<file path="src/rtl/radar_cmd_sched.sv">
// Radar command frame scheduler: two request slots plus a periodic poll,
// round-robin arbitration, and MSB-byte-first serialization into a UART TX handshake.
module radar_cmd_sched #(
  parameter int unsigned POLL_CYCLES = 50000000,
  parameter logic [47:0] POLL_FRAME  = 48'h555A02D38400,
  parameter logic [2:0]  POLL_LEN    = 3'd5
) (
  input  logic        Clk,
  input  logic        RstN,
  input  logic        ReqA_En,
  input  logic [47:0] ReqA_Data,
  input  logic [2:0]  ReqA_Len,
  input  logic        ReqB_En,
  input  logic [47:0] ReqB_Data,
  input  logic [2:0]  ReqB_Len,
  input  logic        PollEn,
  input  logic        TxBusy,
  output logic        TxStart,
  output logic [7:0]  TxData,
  output logic        Busy,
  output logic        FrameDone,
  output logic [1:0]  FrameSrc,
  output logic        OvfA,
  output logic        OvfB,
  output logic        ErrLen
);

  localparam int unsigned PollW = (POLL_CYCLES > 1) ? $clog2(POLL_CYCLES) : 1;
  localparam logic [PollW-1:0] PollLast = PollW'(POLL_CYCLES - 1);

  typedef enum logic [1:0] {Idle, Send, Ack, Drain} stateT;

  stateT             state, stateNxt;
  logic              slotAFull, slotAFullNxt, slotBFull, slotBFullNxt;
  logic [47:0]       slotAData, slotADataNxt, slotBData, slotBDataNxt;
  logic [2:0]        slotALen, slotALenNxt, slotBLen, slotBLenNxt;
  logic [PollW-1:0]  pollCnt, pollCntNxt;
  logic              pollPend, pollPendNxt;
  logic              rrPtrB, rrPtrBNxt;
  logic [47:0]       shiftReg, shiftNxt;
  logic [2:0]        byteCnt, cntNxt;
  logic              txStartNxt, busyNxt, doneNxt, ovfANxt, ovfBNxt, errNxt;
  logic [7:0]        txDataNxt;
  logic [1:0]        srcNxt;
  logic              grantA, grantB, grantP;
  logic              lenAOk, lenBOk, acceptA, acceptB;

  // Next-state, datapath and registered-output logic
  always_comb begin
    stateNxt     = state;
    shiftNxt     = shiftReg;
    cntNxt       = byteCnt;
    txStartNxt   = 1'b0;
    txDataNxt    = TxData;
    busyNxt      = Busy;
    doneNxt      = 1'b0;
    srcNxt       = FrameSrc;
    rrPtrBNxt    = rrPtrB;
    grantA       = 1'b0;
    grantB       = 1'b0;
    grantP       = 1'b0;

    case (state)
      Idle: begin
        if (slotAFull && slotBFull) begin
          grantA    = ~rrPtrB;
          grantB    = rrPtrB;
          rrPtrBNxt = ~rrPtrB;
        end else if (slotAFull) begin
          grantA = 1'b1;
        end else if (slotBFull) begin
          grantB = 1'b1;
        end else if (pollPend) begin
          grantP = 1'b1;
        end
        if (grantA) begin
          shiftNxt = slotAData;
          cntNxt   = slotALen;
          srcNxt   = 2'b01;
        end else if (grantB) begin
          shiftNxt = slotBData;
          cntNxt   = slotBLen;
          srcNxt   = 2'b10;
        end else if (grantP) begin
          shiftNxt = POLL_FRAME;
          cntNxt   = POLL_LEN;
          srcNxt   = 2'b11;
        end
        if (grantA || grantB || grantP) begin
          busyNxt  = 1'b1;
          stateNxt = Send;
        end
      end
      Send: begin
        if (!TxBusy) begin
          txStartNxt = 1'b1;
          txDataNxt  = shiftReg[47:40];
          shiftNxt   = {shiftReg[39:0], 8'h00};
          cntNxt     = byteCnt - 3'd1;
          stateNxt   = Ack;
        end
      end
      Ack: begin
        if (TxBusy) stateNxt = Drain;
      end
      Drain: begin
        if (!TxBusy) begin
          if (byteCnt != 3'd0) begin
            stateNxt = Send;
          end else begin
            doneNxt  = 1'b1;
            busyNxt  = 1'b0;
            stateNxt = Idle;
          end
        end
      end
      default: stateNxt = Idle;
    endcase

    // A slot granted this cycle counts as empty, so a same-cycle request refills it
    lenAOk       = (ReqA_Len != 3'd0) && (ReqA_Len != 3'd7);
    lenBOk       = (ReqB_Len != 3'd0) && (ReqB_Len != 3'd7);
    acceptA      = ReqA_En && lenAOk && (!slotAFull || grantA);
    acceptB      = ReqB_En && lenBOk && (!slotBFull || grantB);
    slotAFullNxt = acceptA ? 1'b1 : (grantA ? 1'b0 : slotAFull);
    slotBFullNxt = acceptB ? 1'b1 : (grantB ? 1'b0 : slotBFull);
    slotADataNxt = acceptA ? ReqA_Data : slotAData;
    slotBDataNxt = acceptB ? ReqB_Data : slotBData;
    slotALenNxt  = acceptA ? ReqA_Len : slotALen;
    slotBLenNxt  = acceptB ? ReqB_Len : slotBLen;
    ovfANxt      = ReqA_En && lenAOk && slotAFull && !grantA;
    ovfBNxt      = ReqB_En && lenBOk && slotBFull && !grantB;
    errNxt       = (ReqA_En && !lenAOk) || (ReqB_En && !lenBOk);

    if (!PollEn) begin
      pollCntNxt  = '0;
      pollPendNxt = 1'b0;
    end else if (pollCnt == PollLast) begin
      pollCntNxt  = '0;
      pollPendNxt = 1'b1;
    end else begin
      pollCntNxt  = pollCnt + PollW'(1);
      pollPendNxt = pollPend && !grantP;
    end
  end

  always_ff @(posedge Clk or negedge RstN) begin
    if (!RstN) begin
      state     <= Idle;
      slotAFull <= 1'b0;
      slotBFull <= 1'b0;
      slotAData <= '0;
      slotBData <= '0;
      slotALen  <= '0;
      slotBLen  <= '0;
      pollCnt   <= '0;
      pollPend  <= 1'b0;
      rrPtrB    <= 1'b0;
      shiftReg  <= '0;
      byteCnt   <= '0;
      TxStart   <= 1'b0;
      TxData    <= '0;
      Busy      <= 1'b0;
      FrameDone <= 1'b0;
      FrameSrc  <= '0;
      OvfA      <= 1'b0;
      OvfB      <= 1'b0;
      ErrLen    <= 1'b0;
    end else begin
      state     <= stateNxt;
      slotAFull <= slotAFullNxt;
      slotBFull <= slotBFullNxt;
      slotAData <= slotADataNxt;
      slotBData <= slotBDataNxt;
      slotALen  <= slotALenNxt;
      slotBLen  <= slotBLenNxt;
      pollCnt   <= pollCntNxt;
      pollPend  <= pollPendNxt;
      rrPtrB    <= rrPtrBNxt;
      shiftReg  <= shiftNxt;
      byteCnt   <= cntNxt;
      TxStart   <= txStartNxt;
      TxData    <= txDataNxt;
      Busy      <= busyNxt;
      FrameDone <= doneNxt;
      FrameSrc  <= srcNxt;
      OvfA      <= ovfANxt;
      OvfB      <= ovfBNxt;
      ErrLen    <= errNxt;
    end
  end

endmodule

</file>
<file path="config.mk">
export PLATFORM = sky130hd
export DESIGN_NAME = radar_cmd_sched
export DESIGN_NICKNAME = d
export VERILOG_FILES = /design/src/rtl/radar_cmd_sched.sv
export SDC_FILE = /design/constraint.sdc
export NUM_CORES = 1
export LEC_CHECK = 0
export CORE_ASPECT_RATIO = 0.8
export CORE_MARGIN = 2
export CORE_UTILIZATION = 40
export DETAILED_ROUTE_END_ITERATION = 16
export DONT_BUFFER_PORTS = 1
export SYNTH_ARGS = -nofsm -noshare
export SYNTH_HDL_FRONTEND = slang
export SYNTH_SLANG_ARGS = --single-unit
</file>
<file path="constraint.sdc">
create_clock -name Clk -period 1.7 [get_ports Clk]
set_input_delay 0.34 -clock Clk [delete_from_list [all_inputs] [get_ports Clk]]
set_output_delay 0.34 -clock Clk [all_outputs]
set_load 0.005 [all_outputs]
</file>
==> qor.csv <==
metric,value,unit
#FFs+latches synth,201,
Setup TNS,-14.34,ns
Pleak,5.13,nW
clk_lat worst skew,0.51,ns
Max-cap violations,0,
clock skew,0.00998,ns
WL/cell,20.3,um
synthesis warning total,0,
RSZ-0062 raised after global routing,true,
Max VDD drop,1.12,mV
Fin Hold WS,-0.472,ns
Area Growth Syn to Fin,37.8,%
Die Area,23200,sq um
failing checks,"negative hold slack, negative setup slack",
Cells after DPL,1046,
drt first pass iters,6,
share of layout cells above drive strength 1,32.9,%
CP cell instances,inv_2 > buf_4 > ha_4 > nand2b_1 > inv_1 > o21a_2 > buf_12 > o21ai_0 > o21ai_1,
"Req. time, crit path",2.12,ns
initial antenna violation count,0,
synthesized area,8780,sq um
met2 Use GR,33.2,%
Via Count,6783,
crit path time final,1.91,ns
Diodes inserted,0,
mean post-synth cell area,11.6,sq um
"Seq/Total Area, Yosys",57.3,%
starting density of the core,40.7,%
Hold Crit Class,in2async,
hpwl dp,15300,um
clk root buf,clkbuf_16,
"Clk pin slew, worst setup/hold paths",0.06,ns
Worst-Margin Slew,0.485,ns
drt drc,0,
Worst R2R Path Depth,9,
"slowest stage delay, CP",0.39,ns
Placeable Area,21600,sq um
largest net degree at the start of global routing,202,
Vias/cell,5.56,
"Hold Vio Cnt, Final",201,
vias in the first global route,6933,
WP buf/inv,4,
Rel. slew slack,67.7,%
fmax,524,MHz
RR Startpoint,state[1],
CP Class,reg2reg,
number of buffers created by CTS,22,
violation count after the first detailed-routing iteration,484,
most frequent cells in the layout,"dfrtp_1 (200), dlygate4sd3_1 (105), mux2_2 (102), nand2_1 (70), buf_4 (58)",
met1 usage,29.3,%
Clock Path Buffers,3,
power density over the cells,1910,nW/um^2
FP Rows,48,
Routed WL,24800,um
Detail Route Antenna Nets,0,
Netlist cell types,50,
"Setup violations, final",166,
CP top delay family,compound AO/OA/AOI/OAI gates,
Most Crowded Layer GR,met2,
r2r endpoint,shiftReg[32],
post-synth net total,869,
overflow left after global routing,0,
r2r setup slk,-0.21,ns
total track usage,20.9,%
Post-Synthesis Cells,754,
worst-path maximum fanout,27,
TritonCTS clock tree,yes,
die span in x,170,um
Die H,137,um
CP Launch Type,flop,
"Arr. time, crit path",2.33,ns
CTS Hold Bufs,105,
IO Count,124,
first-pass GRT wire length,38200,um
Final period util,112,%
Finished Layout Cells,1219,
max-slew violation count,0,
met3 usage,4.25,%
H-tree levels,1,
final net count,1047,
status,"finished, violations left",
IO buf count,0,
setup slack after layout,-0.209,ns
"slowest stage cell, crit path",dfrtp_1,
clock sink count,201,
"commonest non-fill, non-tap cell in the layout",dfrtp_1,
routability cong.,0.887,
CP endpoint kind,flop,
worst max-delay path by stage:
| stage | startpoint | endpoint | slack [ns] | depth (start not counted) |
|---|---|---|---|---|
| after CTS | state[1] | shiftReg[34] | -0.14 | 9 |
| after global routing | state[1] | shiftReg[25] | -0.28 | 9 |
| after global placement | state[1] | shiftReg[32] | -0.15 | 9 |
| final | state[1] | shiftReg[32] | -0.21 | 9 |
| after floorplan | state[1] | slotAData[10] | -0.04 | 8 |
| after detailed placement | state[1] | byteCnt[2] | -0.20 | 7 |
worst register-to-register path, stage by stage, from the launching register on:
cell      delay [ns]
dfrtp_1         0.39
inv_2           0.09
buf_4           0.12
ha_4            0.19
nand2b_1        0.09
inv_1           0.16
o21a_2          0.24
buf_12          0.19
o21ai_0         0.19
o21ai_1         0.17
per-stage QoR:
| step | power, mW | util, % | area (sq um) | setup WS, ns |
|---|---|---|---|---|
| global placement | 16.3 | 44.2 | 9530 | -0.152 |
| finish | 23.2 | 56.1 | 12100 | -0.209 |
| floorplan | 13.6 | - | 8850 | -0.0390 |
| detailed placement | 16.7 | 44.2 | 9530 | -0.196 |
| global route | 24.4 | 56.1 | 12100 | -0.277 |
| CTS | 22.6 | 54.2 | 11700 | -0.140 |
per-layer routing:
| layer | part of all wire [%] | wire length [um] |
|---|---|---|
| met5 | 0 | 0 |
| met4 | 2.6 | 651 |
| met3 | 5.6 | 1380 |
| met2 | 47 | 11500 |
| met1 | 45 | 11200 |
registers in the layout, summed over array words and instances (netlist names), 2 cells and up:
| name | count |
|---|---|
| TxData | 8 |
| pollCnt | 26 |
| slotBData | 48 |
| slotAData | 48 |
| state | 2 |
| shiftReg | 48 |
| slotBLen | 3 |
| byteCnt | 3 |
| FrameSrc | 2 |
| slotALen | 3 |
power by group:
group / internal [mW] / total (mW) / leakage [nW] / switching, mW
combinational: 5.38 / 10.5 / 2.36 / 5.11
sequential: 6.90 / 8.18 / 2.45 / 1.29
clock: 2.58 / 4.49 / 0.327 / 1.91
final cells by class:
class                   count  area, sq um
multi-input cells         494         3800
well taps                 275          344
fillers                  1721         9460
inverters                  11         41.3
flip-flops and latches    201         5030
clock buffers              31          636
clock inverters             5         27.5
repair buffers            202         2220
synth_stat cells, drive strengths merged:
cell type | instances | area, sq um
a21bo | 1 | 10.0
a21oi | 51 | 259
a221oi | 25 | 219
a22oi | 8 | 60.1
a31oi | 1 | 6.26
and2 | 5 | 31.3
and3 | 4 | 25.0
and4 | 5 | 43.8
buf | 31 | 209
clkbuf | 17 | 65.1
dfrtp | 201 | 5030
ha | 7 | 87.6
inv | 11 | 41.3
mux2 | 104 | 1170
nand2 | 83 | 312
nand2b | 2 | 12.5
nand3 | 15 | 80.1
nand3b | 1 | 7.51
nand4 | 6 | 58.8
nor2 | 38 | 143
nor2b | 3 | 18.8
nor3 | 3 | 15.0
nor4 | 1 | 6.26
nor4b | 1 | 8.76
o21a | 3 | 22.5
o21ai | 70 | 354
o21ba | 1 | 10.0
o21bai | 1 | 7.51
o221ai | 19 | 166
o22a | 1 | 8.76
o22ai | 2 | 18.8
o31a | 1 | 8.76
o31ai | 4 | 43.8
or3 | 10 | 62.6
or3b | 1 | 8.76
or4 | 3 | 22.5
or4b | 1 | 13.8
xnor2 | 3 | 26.3
xor2 | 10 | 87.6
logic make-up (layout without fill, tap and decap cells):
kind of cell             count (synthesis)  after routing  synth area share (%)
AO/OA/AOI/OAI                          188            188                  13.6
multiplexers                           104            104                  13.3
adder cells (fa/ha/maj)                  7              7                 0.997
XOR/XNOR                                13             13                  1.30
AND/OR/NAND/NOR                        182            182                  9.90
buffers and inverters                   59            249                  3.59
flip-flops                             201            201                  57.3
repair_timing:
action,4_1_cts,5_1_grt
endpoints found under the hold margin,309,201
setup buffers,14,9
gates resized for setup,40,89
pin swaps,15,25
gates cloned,7,7
endpoints found under the setup margin,177,180
Note: power is estimated with default switching activity, not from simulation.
